### src/rtl/sim_run_ctrl_if.sv
// Signal bundle between the simulation harness and the run-control block.
// The slave modport is the run-control side; master is the harness side.
interface sim_run_ctrl_if #(
   parameter int CNT_W   = 32,
   parameter int NUM_RST = 2,
   parameter int CODE_W  = 32
);
   logic               i_pause;
   logic               i_halt;
   logic [CODE_W-1:0]  i_halt_code;
   logic [CNT_W-1:0]   o_counter;
   logic [NUM_RST-1:0] o_rst_out;
   logic               o_run;
   logic               o_done;
   logic               o_timeout;
   logic [CODE_W-1:0]  o_exit_code;

   modport master (
      output i_pause, i_halt, i_halt_code,
      input  o_counter, o_rst_out, o_run, o_done, o_timeout, o_exit_code
   );

   modport slave (
      input  i_pause, i_halt, i_halt_code,
      output o_counter, o_rst_out, o_run, o_done, o_timeout, o_exit_code
   );
endinterface

### src/rtl/sim_run_ctrl.sv
// Run control for the core simulation harness: staggered reset release, cycle
// counter, cycle-budget timeout and halt/exit-code capture with a sticky done.
module sim_run_ctrl #(
   parameter int     CNT_W       = 32,
   parameter longint MAX_CYCLES  = 100000,
   parameter int     NUM_RST     = 2,
   parameter int     RST_HOLD    = 1,
   parameter int     RST_STAGGER = 4,
   parameter int     CODE_W      = 32
) (
   input  logic           clk,
   input  logic           rst,
   sim_run_ctrl_if.slave  bus
);

   localparam logic [31:0]      T_LAST  = 32'(RST_HOLD + (NUM_RST - 1) * RST_STAGGER);
   localparam logic [CNT_W-1:0] MAX_CNT = CNT_W'(MAX_CYCLES);
   localparam logic [CNT_W-1:0] CNT_ONE = CNT_W'(1);
   localparam bit               TMO_EN  = (MAX_CYCLES != 0);

   generate
      if (NUM_RST < 1) begin : g_bad_num_rst
         $error("sim_run_ctrl: NUM_RST must be at least 1");
      end
      if (RST_HOLD < 1) begin : g_bad_rst_hold
         $error("sim_run_ctrl: RST_HOLD must be at least 1");
      end
      if (MAX_CYCLES < 0) begin : g_bad_max_neg
         $error("sim_run_ctrl: MAX_CYCLES must not be negative");
      end
      if (CNT_W < 63 && MAX_CYCLES >= (longint'(1) << CNT_W)) begin : g_bad_max_cycles
         $error("sim_run_ctrl: MAX_CYCLES does not fit in CNT_W bits");
      end
   endgenerate

   typedef enum logic [1:0] {SEQ, RUN, HALTED, TIMEOUT} state_t;

   state_t      state;
   logic [31:0] seq_cnt;
   logic [31:0] seq_nxt;

   assign seq_nxt = seq_cnt + 32'd1;

   // Edge count (after rst falls) on which reset channel k deasserts.
   function automatic logic [31:0] thr(input int k);
      return 32'(RST_HOLD + k * RST_STAGGER);
   endfunction

   always_ff @(posedge clk) begin
      if (rst) begin
         state           <= SEQ;
         seq_cnt         <= '0;
         bus.o_rst_out   <= '1;
         bus.o_counter   <= CNT_ONE;
         bus.o_run       <= 1'b0;
         bus.o_done      <= 1'b0;
         bus.o_timeout   <= 1'b0;
         bus.o_exit_code <= '0;
      end else begin
         case (state)
            SEQ: begin
               seq_cnt <= seq_nxt;
               for (int k = 0; k < NUM_RST; k++) begin
                  bus.o_rst_out[k] <= (seq_nxt < thr(k));
               end
               if (!bus.i_pause) begin
                  bus.o_counter <= bus.o_counter + CNT_ONE;
               end
               if (seq_nxt == T_LAST) begin
                  state     <= RUN;
                  bus.o_run <= 1'b1;
               end
            end
            RUN: begin
               bus.o_rst_out <= '0;
               // Halt outranks the budget check; neither event advances the counter.
               if (bus.i_halt) begin
                  state           <= HALTED;
                  bus.o_exit_code <= bus.i_halt_code;
                  bus.o_done      <= 1'b1;
                  bus.o_run       <= 1'b0;
               end else if (TMO_EN && bus.o_counter == MAX_CNT) begin
                  state         <= TIMEOUT;
                  bus.o_done    <= 1'b1;
                  bus.o_timeout <= 1'b1;
                  bus.o_run     <= 1'b0;
               end else if (!bus.i_pause) begin
                  bus.o_counter <= bus.o_counter + CNT_ONE;
               end
            end
            default: begin
               bus.o_rst_out <= '0;
            end
         endcase
      end
   end

endmodule

### src/flat_wrapper.sv
// flat-port wrapper written by rule: the top's interface ports become plain ports
module sim_run_ctrl_flat 
#(
   parameter int     CNT_W       = 32,
   parameter longint MAX_CYCLES  = 100000,
   parameter int     NUM_RST     = 2,
   parameter int     RST_HOLD    = 1,
   parameter int     RST_STAGGER = 4,
   parameter int     CODE_W      = 32
)
  (clk, rst, bus_i_pause, bus_i_halt, bus_i_halt_code, bus_o_counter, bus_o_rst_out, bus_o_run, bus_o_done, bus_o_timeout, bus_o_exit_code);
  sim_run_ctrl_if #(.CNT_W(CNT_W), .NUM_RST(NUM_RST), .CODE_W(CODE_W)) bus_i ();
  input  logic clk;
  input  logic rst;
  input wire logic [$bits(bus_i.i_pause)-1:0] bus_i_pause;
  input wire logic [$bits(bus_i.i_halt)-1:0] bus_i_halt;
  input wire logic [$bits(bus_i.i_halt_code)-1:0] bus_i_halt_code;
  output wire logic [$bits(bus_i.o_counter)-1:0] bus_o_counter;
  output wire logic [$bits(bus_i.o_rst_out)-1:0] bus_o_rst_out;
  output wire logic [$bits(bus_i.o_run)-1:0] bus_o_run;
  output wire logic [$bits(bus_i.o_done)-1:0] bus_o_done;
  output wire logic [$bits(bus_i.o_timeout)-1:0] bus_o_timeout;
  output wire logic [$bits(bus_i.o_exit_code)-1:0] bus_o_exit_code;
  assign bus_i.i_pause = bus_i_pause;
  assign bus_i.i_halt = bus_i_halt;
  assign bus_i.i_halt_code = bus_i_halt_code;
  assign bus_o_counter = bus_i.o_counter;
  assign bus_o_rst_out = bus_i.o_rst_out;
  assign bus_o_run = bus_i.o_run;
  assign bus_o_done = bus_i.o_done;
  assign bus_o_timeout = bus_i.o_timeout;
  assign bus_o_exit_code = bus_i.o_exit_code;
  sim_run_ctrl #(.CNT_W(CNT_W), .MAX_CYCLES(MAX_CYCLES), .NUM_RST(NUM_RST), .RST_HOLD(RST_HOLD), .RST_STAGGER(RST_STAGGER), .CODE_W(CODE_W)) u_core (.clk(clk), .rst(rst), .bus(bus_i));
endmodule
### config.mk
export PLATFORM = sky130hd
export DESIGN_NAME = sim_run_ctrl_flat
export DESIGN_NICKNAME = d
export VERILOG_FILES = /design/src/rtl/sim_run_ctrl_if.sv /design/src/rtl/sim_run_ctrl.sv /design/src/flat_wrapper.sv
export SDC_FILE = /design/constraint.sdc
export NUM_CORES = 1
export LEC_CHECK = 0
export ABC_AREA = 1
export CORE_MARGIN = 1
export CORE_UTILIZATION = 45
export CTS_CLUSTER_DIAMETER = 80
export CTS_CLUSTER_SIZE = 30
export DETAILED_ROUTE_END_ITERATION = 8
export HOLD_SLACK_MARGIN = 0.15
export PLACE_DENSITY = 0.69
export RECOVER_POWER = 100
export SETUP_SLACK_MARGIN = 0.4
export SLEW_MARGIN = 20
export SYNTH_ARGS = -nofsm -noshare
export SYNTH_HDL_FRONTEND = slang
export SYNTH_SLANG_ARGS = --single-unit
### constraint.sdc
create_clock -name clk -period 5 [get_ports clk]
set_clock_uncertainty 0.15 [all_clocks]
set_input_delay 1.25 -clock clk [delete_from_list [all_inputs] [get_ports clk]]
set_output_delay 1.25 -clock clk [all_outputs]
set_load 0.02 [all_outputs]
==> results.md, run 1 <==
* Post-CTS resize count at 0
* First-pass GRT wire length at approximately 25000 µm
* Remaining global-route overflow at 0
* Leak Pwr at 3.12 nW
* Area share of fa/ha/maj cells after synthesis at 1.10%
* Leading cell types in the layout, fill and taps excluded: sky130_fd_sc_hd__nand2_1 (266), sky130_fd_sc_hd__dfxtp_1 (103), sky130_fd_sc_hd__nor2_1 (93)
* Average cell area after synthesis at 6.45 µm²
* Clock transition at the registers of the reported paths at 0.07 ns
* Share of the synthesized area in compound gates (AO/OA/AOI/OAI) at 12.0%
* RR Startpoint: u_core.state[1]
* Vias in the first global route at between 5000 and 6000
* H-tree depth at 3
* Main combinational cell family by area after synthesis: simple AND/OR/NAND/NOR gates
* Relative contribution of the clock network to total power at 27.2%
* Worst-path fanout max at 34
* CTS max path bufs at 2
* GPL Wtd Cong at 0.886
* Die Outline Area at roughly 0.013 mm²
* Placeable core region at 0.0122 mm²
* Total wire length after detailed routing at between 10000 and 15000 µm
* Internal power contribution at 1.57 mW
* Critical path data required time at 5.09 ns
* Number of buffers inserted by port buffering at 104
* Overall routing resource usage at 23.6%
* Gate count after technology mapping at 883
* Worst VDD drop at roughly 170 µV
* FP Rows at 40
* Antenna violations before repair at 0
* Sequential-to-total area share from yosys stat at a little over a third
* Part of the total power dissipated in sequential elements at 39.1%
* Post-synthesis net count at about 920
* Maximum frequency from static timing analysis at 284 MHz
* Layout cell share with drive strength beyond 1 at 4.83%
* Worst Setup Slack post-DPL at 1.51 ns
* Setup TNS at 0 ns
* Final worst-path setup slack at 1.48 ns
* Layout overhead on the synthesized area at 25.0%
* Register-to-Register Setup Slack at around 1.9 ns
* Grt peak-use layer: met2
* DP HPWL at 10300 µm
* GR Layer Usage met1 at approximately 32%
* Number of sinks handled by clock tree synthesis at 103
* Basic-gate share of the synthesized area counting and, or, nand and nor cells at 37.0%
* Remaining design rule violation count at 0
* Setup CP Type: input pin to flop
* Final net count at between 1000 and 1500
* Outcome: complete, no violations
* Avg Vias per Cell at 4.95
* Total number of vias at 5651
* Post-CTS setup-driven buffer insertion count at 0
* Horizontal die dimension at roughly 110 µm
* Transition time at the pin with the least slew margin at 1.43 ns
* Height of the chip at 114 µm
* Warnings, synthesis at 0
* Initial core utilization at roughly 47%
* Worst min-delay path category: flop to flop
* Setup repair after global routing missed its margin: false
* Area after DPL at 0.00685 mm²
* Max Slew Vio Count at 0
* Skew-Pair Late Insertion Delay at around 0.35 ns
* Mux share of post-synthesis cell area at 0%
* Count of boundary I/O pins at 105
* Flip-flop and latch count after synthesis at 103
* Number of DRC violations after detailed-routing iteration 0 at 285
* Headroom to the max-slew limit at 4.36%
* Count of endpoints failing setup in the final report at 0
* Total count of hold-check failures in the final report at 0
* Worst Path Arrival at 3.61 ns
* Cell variety after synth at 33
* Post-Layout Inst Area at a little over 0.007 mm²
* Post-Syn Area at 0.00569 mm²
* Startpoint type of the worst setup path: input pin
* TritonCTS clock tree: yes
* Final ANT Viol Nets at 0
* Clock root cell: sky130_fd_sc_hd__clkbuf_16
* Router iterations before antenna repair at 5
* Met3 track utilization from global routing at 5.08%
* Avg WL per Cell at approximately 13 µm
* Switching power summed over all nets at 1.00 mW
* Worst Hold Launch: u_core.bus.o_exit_code[19]
* Ant diodes at 0
* Post-route minimum period at ~3.5 ns
* Hold_buf cts at 0
* Most common cell after layout, fill and taps aside: sky130_fd_sc_hd__nand2_1
* Areal power density over the cells at 361 mW/mm²
* Setup crit start: bus_i_halt
* Switching share of total power at 39.0%
* Critical path capture point type: flop
* Largest net degree at the start of global routing at 81
* Max-capacitance violation count at 0
* Combinational share of power at 33.7%
* Share of the clock period used by the worst path after layout at 70.4%
* Number of clock buffers inserted by TritonCTS at 9
* Met2 GRT Util at 36.7%
* Area share of xor/xnor cells in the synthesized design at between 4 and 5%
-- cells in the mapped netlist (all sizes together) --
| cell | instances | area share (%) |
|---|---|---|
| and3 | 1 | 0.11 |
| nor2 | 102 | 7.8 |
| nor4 | 10 | 1.1 |
| nor3 | 18 | 1.8 |
| and2 | 2 | 0.22 |
| inv | 97 | 6.4 |
| nand2 | 273 | 19 |
| a21oi | 86 | 7.7 |
| xnor2 | 2 | 0.31 |
| o211ai | 10 | 1.3 |
| ha | 5 | 1.1 |
| xor2 | 30 | 4.6 |
| nor3b | 1 | 0.13 |
| buf | 7 | 0.57 |
| nand4 | 12 | 1.3 |
| clkbuf | 27 | 1.8 |
| nand3 | 59 | 5.4 |
| o21ai | 33 | 2.9 |
| or2 | 1 | 0.11 |
| dfxtp | 103 | 36 |
| o21bai | 1 | 0.13 |
| nand3b | 3 | 0.40 |
-- critical path: stages --
cell and delay (ns):
sky130_fd_sc_hd__dlygate4sd3_1 0.52, sky130_fd_sc_hd__buf_4 0.32, sky130_fd_sc_hd__nand2_1 0.12, sky130_fd_sc_hd__nand2_1 0.10
sky130_fd_sc_hd__a21oi_2 0.03, sky130_fd_sc_hd__buf_4 0.24, sky130_fd_sc_hd__inv_1 0.71, sky130_fd_sc_hd__o21ai_0 0.17
sky130_fd_sc_hd__nand2_1 0.09, sky130_fd_sc_hd__nor2_1 0.05
-- registers in the layout, summed over array words and instances (netlist names) --
| signal | flops |
|---|---|
| u_core.state | 2 |
| u_core.bus.o_run | 1 |
| u_core.bus.o_rst_out | 2 |
| u_core.seq_cnt | 32 |
| u_core.bus.o_exit_code | 32 |
| u_core.bus.o_done | 1 |
| u_core.bus.o_timeout | 1 |
| u_core.bus.o_counter | 32 |
-- final timing paths --
kind,endpoint,cells after the start
hold / removal,u_core.bus.o_exit_code[19],2
hold reg to reg,u_core.bus.o_exit_code[19],2
setup reg to reg,u_core.bus.o_rst_out[0],6
setup / recovery,u_core.bus.o_counter[2],10
-- area by class of cell --
type | count | area (µm²)
Inverter | 97 | 364
Timing Repair Buffer | 109 | 1060
Clock inverter | 7 | 66.3
Multi-Input combinational cell | 649 | 3120
Fill cell | 1218 | 5040
Tap cell | 168 | 210
Sequential cell | 103 | 2060
Clock buffer | 9 | 225
-- cells by family (layout without fill, tap and decap cells) --
group | Yosys count | after routing
buffers and inverters | 131 | 222
adders and majority gates | 5 | 5
DFF | 103 | 103
AOI/OAI and AO/OA | 130 | 130
and+or+nand+nor | 482 | 482
xor gates and xnor gates | 32 | 32
-- metal layers --
layer | part of all wire [%] | wire, µm
met1 | 49 | 7110
met2 | 44 | 6420
met3 | 5.2 | 762
met4 | 1.7 | 241
met5 | 0 | 0
-- through the flow --
stage	cells	power [mW]	hold WS (ns)	util, %
final	1142	2.57	0.308	58.5
after CTS	1142	2.62	0.313	58.7
after detailed placement	1126	1.92	0.292	56.3
after global routing	1142	2.76	0.329	58.5
after floorplan	883	1.65	0.318	-
after global placement	1126	1.91	0.289	56.3
-- power by group through the flow --
stage               combinational, mW  sequential (mW)  clock, mW
finish                          0.864             1.00      0.698
global route                    0.990             1.02      0.745
CTS                             0.902             1.01      0.717
detailed placement              0.899             1.02          0
global placement                0.886             1.02          0
floorplan                       0.592             1.06          0
Power figures use the tool's default switching activity.
==> run 2: changes to the inputs <==
- PLACE_DENSITY: 0.69 -> 0.72
- clock period: 5 -> 3.1 ns (I/O delays scaled with it)
==> results.md, run 2 (synthesized netlist as in run 1, its figures left out) <==
* Headroom to the max-slew limit at -15.4%
* Worst Path Arrival at 2.74 ns
* Largest net degree at the start of global routing at 81
* Number of clock buffers inserted by TritonCTS at 9
* Initial core utilization at 46.8%
* Relative contribution of the clock network to total power at 27.4%
* Remaining global-route overflow at 0
* Vias in the first global route at 5102
* Most common cell after layout, fill and taps aside: sky130_fd_sc_hd__nand2_1
* Post-route minimum period at roughly 2.6 ns
* Placeable core region at ~0.012 mm²
* Hold_buf cts at 0
* Total wire length after detailed routing at 14700 µm
* Horizontal die dimension at 114 µm
* Router iterations before antenna repair at 5
* Die Outline Area at 0.0131 mm²
* Worst VDD drop at 331 µV
* Total count of hold-check failures in the final report at 0
* Total number of vias at 5674
* Clock transition at the registers of the reported paths at approximately 0.08 ns
* Max-capacitance violation count at 1
* Kind of cell adding the most delay to the critical path: simple AND/OR/NAND/NOR gates
* Number of buffers inserted by port buffering at 104
* Number of sinks handled by clock tree synthesis at about 100
* Final net count at 1014
* Critical path data required time at about 3.2 ns
* Maximum frequency from static timing analysis at approximately 380 MHz
* Post-CTS resize count at 0
* Skew-Pair Late Insertion Delay at 0.36 ns
* Areal power density over the cells at 593 mW/mm²
* Final ANT Viol Nets at 0
* DP HPWL at 10600 µm
* Failing checks: capacitance limit, slew limit
* TritonCTS clock tree: yes
* Worst min-delay path category: flop to flop
* Leading cell types in the layout, fill and taps excluded: sky130_fd_sc_hd__nand2_1 (268), sky130_fd_sc_hd__dfxtp_1 (103), sky130_fd_sc_hd__nor2_1 (95)
* Final worst-path setup slack at 0.497 ns
* H-tree depth at 3
* Sequence of cells on the critical path: nand2_2, nor2_1, nand2_2, nor2_1, nand2_1, nand2_1, nand2_1, nor2_1, nand2_1, nor2_1, and2_0, nand4_1, o21ai_1
* Antenna violations before repair at 0
* Share of the clock period used by the worst path after layout at 84.0%
* Clock root cell: sky130_fd_sc_hd__clkbuf_16
* Count of endpoints failing setup in the final report at 0
* Startpoint type of the worst setup path: flop
* Post-CTS setup-driven buffer insertion count at 0
* Outcome: finished, violations left
* Layout cell share with drive strength beyond 1 at ~4.8%
* Count of boundary I/O pins at around 110
* Ant diodes at 0
* GPL Wtd Cong at approximately 0.91
* Layout overhead on the synthesized area at 25.1%
* CTS max path bufs at 2
* Filler Cell Count at 1161
* Setup CP Type: flop to flop
* Height of the chip at 114 µm
* Leak Pwr at 3.12 nW
* Worst Setup Slack post-DPL at 0.645 ns
* Setup TNS at 0 ns
* Transition time at the pin with the least slew margin at 1.73 ns
* Remaining design rule violation count at 0
* Critical path buffers and inverters at 0
* FP Rows at 40
* First-pass GRT wire length at 24400 µm
* Worst-path fanout max at 6
* Internal power contribution at approximately 2.6 mW
* Combinational share of power at around a third
* Peak per-stage delay on the critical path at 0.47 ns
* Critical path capture point type: flop
* Number of DRC violations after detailed-routing iteration 0 at 391
* Avg Vias per Cell at 4.95
* Max Slew Vio Count at 81
* Switching power summed over all nets at around 1.6 mW
* Setup repair after global routing missed its margin: false
* Avg WL per Cell at 12.8 µm
* Biggest registers after layout: u_core.bus.o_counter: 32 flops, u_core.bus.o_exit_code: 32 flops, u_core.seq_cnt: 32 flops
* Switching share of total power at 38.9%
* Part of the total power dissipated in sequential elements at 38.4%
* Overall routing resource usage at between 20% and 30%
* Slowest-stage cell, CP: sky130_fd_sc_hd__dfxtp_1
run 2: cell types whose count changed in the layout (fill, tap and decap cells not counted), moves of 2 or more:
| cell | before | now |
|---|---|---|
| sky130_fd_sc_hd__nand2_1 | 266 | 268 |
| sky130_fd_sc_hd__nand2_4 | 3 | 1 |
| sky130_fd_sc_hd__clkbuf_1 | 3 | 1 |
| sky130_fd_sc_hd__nor2_1 | 93 | 95 |
| sky130_fd_sc_hd__buf_4 | 3 | 7 |
run 2: final timing paths:
path,to,startpoint,slack [ns],cells after the start
setup / recovery,u_core.bus.o_rst_out[1],u_core.seq_cnt[2],0.50,13
hold reg to reg,u_core.bus.o_exit_code[12],u_core.bus.o_exit_code[12],0.31,2
hold / removal,u_core.bus.o_exit_code[12],u_core.bus.o_exit_code[12],0.31,2
setup reg to reg,u_core.bus.o_rst_out[1],u_core.seq_cnt[2],0.50,13
run 2: cell type report:
type | instances | area [µm²] | share of cell area, %
Multi-Input combinational cell | 649 | 3090 | 43.4
Sequential cell | 103 | 2060 | 28.9
Timing Repair Buffer | 113 | 1100 | 15.4
Inverter | 97 | 364 | 5.11
Clock buffer | 10 | 239 | 3.35
Tap cell | 168 | 210 | 2.95
Clock inverter | 6 | 61.3 | 0.861
run 2: worst reg2reg max path: cells and delay by family (launching register included):
family	cells	cell delay, ns
AND/OR/NAND/NOR	12	1.78
flip-flops	1	0.47
AO/OA/AOI/OAI	1	0.14
run 2: through the flow:
step | hold slack, ns | utilization, % | cells | power, mW | instance area [µm²]
finish | 0.308 | 58.6 | 1146 | 4.22 | 7120
global route | 0.327 | 58.6 | 1146 | 4.53 | 7120
CTS | 0.314 | 59.0 | 1146 | 4.30 | 7180
detailed placement | 0.303 | 56.6 | 1130 | 3.13 | 6880
global placement | 0.290 | 56.6 | 1130 | 3.11 | 6880
floorplan | 0.318 | - | 883 | 2.67 | 5690
run 2: layer usage:
metal | track usage [%] | vias up | share of wire (%)
li1 | - | 3015 | -
met2 | 37.0 | 152 | 44
met1 | 30.3 | 2477 | 46
met4 | 9.09 | 0 | 2.5
met3 | 7.68 | 30 | 6.9
met5 | 0 | - | 0
run 2: power by group through the flow:
stage	clock, mW	sequential [mW]	combinational, mW
2_1_floorplan	0	1.71	0.956
3_3_place_gp	0	1.65	1.46
3_5_place_dp	0	1.65	1.48
4_1_cts	1.19	1.62	1.49
5_1_grt	1.24	1.64	1.64
6_report	1.16	1.62	1.44
==> run 3: changes to the inputs <==
- clock period: 3.1 -> 2.17 ns (I/O delays scaled with it)
==> results.md, run 3 (synthesized netlist as in run 1, its figures left out) <==
* Antenna violations before repair at 0
* Max Slew Vio Count at 0
* Layout overhead on the synthesized area at 45.6%
* Area used by multi-input combinational logic at between 0.003 and 0.004 mm²
* Final ANT Viol Nets at 0
* Worst Setup Slack post-DPL at -0.0174 ns
* Total number of vias at 6223
* Area after DPL at 0.00740 mm²
* GPL Wtd Cong at ~0.91
* Filler Cell Count at 1038
* Post-layout power at 6.95 mW
* Final core occ at roughly two thirds
* Height of the chip at 114 µm
* Worst hold stages at 2
* CTS max path bufs at 2
* Critical path capture point type: flop
* Initial core utilization at 46.8%
* Sequence of cells on the critical path: ha_4, nand2_4, nor2_4, nand2_4, o21ai_1, nand2_1, nor2_1, nand2_1, nor2_2, and2_4, nand4_1, o21ai_1
* H-tree depth at 3
* Die Outline Area at approximately 0.013 mm²
* Largest net degree at the start of global routing at about 80
* Length in cells of the worst reg-to-reg path at 12
* Total count of hold-check failures in the final report at 0
* Sequential cell area at 0.00211 mm²
* Headroom to the max-slew limit at 71.1%
* Most common cell after layout, fill and taps aside: sky130_fd_sc_hd__nand2_1
* Endpoint of the worst hold path: u_core.bus.o_exit_code[5]
* Transition time at the pin with the least slew margin at 0.429 ns
* Count of boundary I/O pins at 105
* Horizontal die dimension at ~110 µm
* Max-capacitance violation count at 0
* Overall routing resource usage at 25.8%
* Share of the clock period used by the worst path after layout at 102%
* Register-to-Register Setup Slack at -0.04 ns
* Setup CP Type: flop to flop
* Number of sinks handled by clock tree synthesis at roughly 100
* Vias in the first global route at 5534
* Biggest registers after layout: u_core.bus.o_counter: 32 flops, u_core.bus.o_exit_code: 32 flops, u_core.seq_cnt: 32 flops
* FP Rows at 40
* Count of endpoints failing setup in the final report at 4
* Placeable core region at 0.0122 mm²
* Worst-path fanout max at 6
* Critical path data required time at between 2 and 2.5 ns
* Remaining design rule violation count at 0
* Worst VDD drop at 608 µV
* Non-filler cells in the finished layout at about 1200
* Avg Vias per Cell at 5.08
* TritonCTS clock tree: yes
* Final net count at 1092
* Layout cell share with drive strength beyond 1 at between 20% and 30%
* Outcome: finished, violations left
* Worst Hold Launch: u_core.bus.o_exit_code[5]
* Maximum frequency from static timing analysis at 452 MHz
* Skew-Pair Late Insertion Delay at 0.36 ns
* Startpoint type of the worst setup path: flop
* Avg WL per Cell at 13.9 µm
* Setup repair after global routing missed its margin: true
* First-pass GRT wire length at 26600 µm
* Slowest-stage cell, CP: sky130_fd_sc_hd__dfxtp_4
* Number of buffers inserted by port buffering at 104
* Critical path buffers and inverters at 0
* Worst min-delay path category: flop to flop
* Worst Path Arrival at 2.36 ns
* DP HPWL at 11300 µm
* Number of DRC violations after detailed-routing iteration 0 at between 500 and 600
* Clock root cell: sky130_fd_sc_hd__clkbuf_16
* Remaining global-route overflow at 0
* End of the worst register-to-register path: u_core.bus.o_rst_out[1]
* Placed cells at 1186
* Kind of cell adding the most delay to the critical path: simple AND/OR/NAND/NOR gates
* Failing checks: setup timing
* Router iterations before antenna repair at 5
* Leading cell types in the layout, fill and taps excluded: sky130_fd_sc_hd__nand2_1 (226), sky130_fd_sc_hd__inv_1 (87), sky130_fd_sc_hd__nor2_1 (76), sky130_fd_sc_hd__dfxtp_1 (76)
* Peak per-stage delay on the critical path at 0.37 ns
* Final worst-path setup slack at -0.0443 ns
* Areal power density over the cells at roughly 840 mW/mm²
* Post-Layout Inst Area at 0.00829 mm²
* Leak Pwr at 3.70 nW
* Post-route minimum period at about 2.2 ns
* Clock transition at the registers of the reported paths at roughly 0.070 ns
* Total wire length after detailed routing at 17000 µm
* Ant diodes at 0
* Number of clock buffers inserted by TritonCTS at 9
* RR Startpoint: u_core.seq_cnt[1]
[run 3: how the worst max path moves through the flow]
| stage | slack (ns) | endpoint | cells past startpoint | from |
|---|---|---|---|---|
| 3_3_place_gp | 0.002 | u_core.bus.o_counter[6] | 8 | bus_i_halt |
| 4_1_cts | 0.08 | u_core.state[0] | 15 | u_core.seq_cnt[1] |
| 3_5_place_dp | -0.02 | u_core.bus.o_counter[6] | 8 | bus_i_halt |
| 6_report | -0.04 | u_core.bus.o_rst_out[1] | 12 | u_core.seq_cnt[1] |
| 2_1_floorplan | 0.29 | u_core.state[0] | 15 | u_core.seq_cnt[1] |
| 5_1_grt | -0.14 | u_core.state[0] | 15 | u_core.seq_cnt[1] |
[run 3: per-stage QoR]
step	setup TNS [ns]	hold WS, ns
floorplan	0	0.318
global placement	0	0.292
detailed placement	-0.0451	0.296
CTS	0	0.311
global route	-1.94	0.329
finish	-0.0957	0.310
[run 3: timing repair]
item,in CTS,in global routing
setup endpoints to repair,109,94
cloned,4,0
pin swaps,24,27
hold buffers,0,0
buffers inserted,10,8
resized for setup,197,120
[run 3: worst reg2reg max path, delay by kind of cell, from the launching register on]
family          cells  cell delay [ns]
fa+ha+maj           1             0.14
flops               1             0.37
simple gates        9             1.17
compound gates      2             0.32
[run 3: area by class of cell]
class	count	share of cell area [%]
Clock inverter	6	0.740
Multi-Input combinational cell	649	42.9
Inverter	97	4.44
Sequential cell	103	25.4
Clock buffer	10	2.76
Timing Repair Buffer	191	21.2
Tap cell	168	2.54
[run 3: routing by layer]
metal | share of wire [%] | global-route usage (%) | vias to the layer above
met1 | 45 | 34.5 | 2811
met5 | 0 | 0 | -
li1 | - | - | 3165
met3 | 7.4 | 5.40 | 27
met4 | 1.9 | 9.44 | 0
met2 | 46 | 40.8 | 220
[run 3: power by group]
group	leakage [nW]	internal, mW	switching [mW]	total [mW]
Combinational	2.71	1.27	1.72	2.99
Clock	0.141	0.815	0.820	1.63
Sequential	0.848	2.14	0.186	2.33
Total	3.70	4.23	2.72	6.95
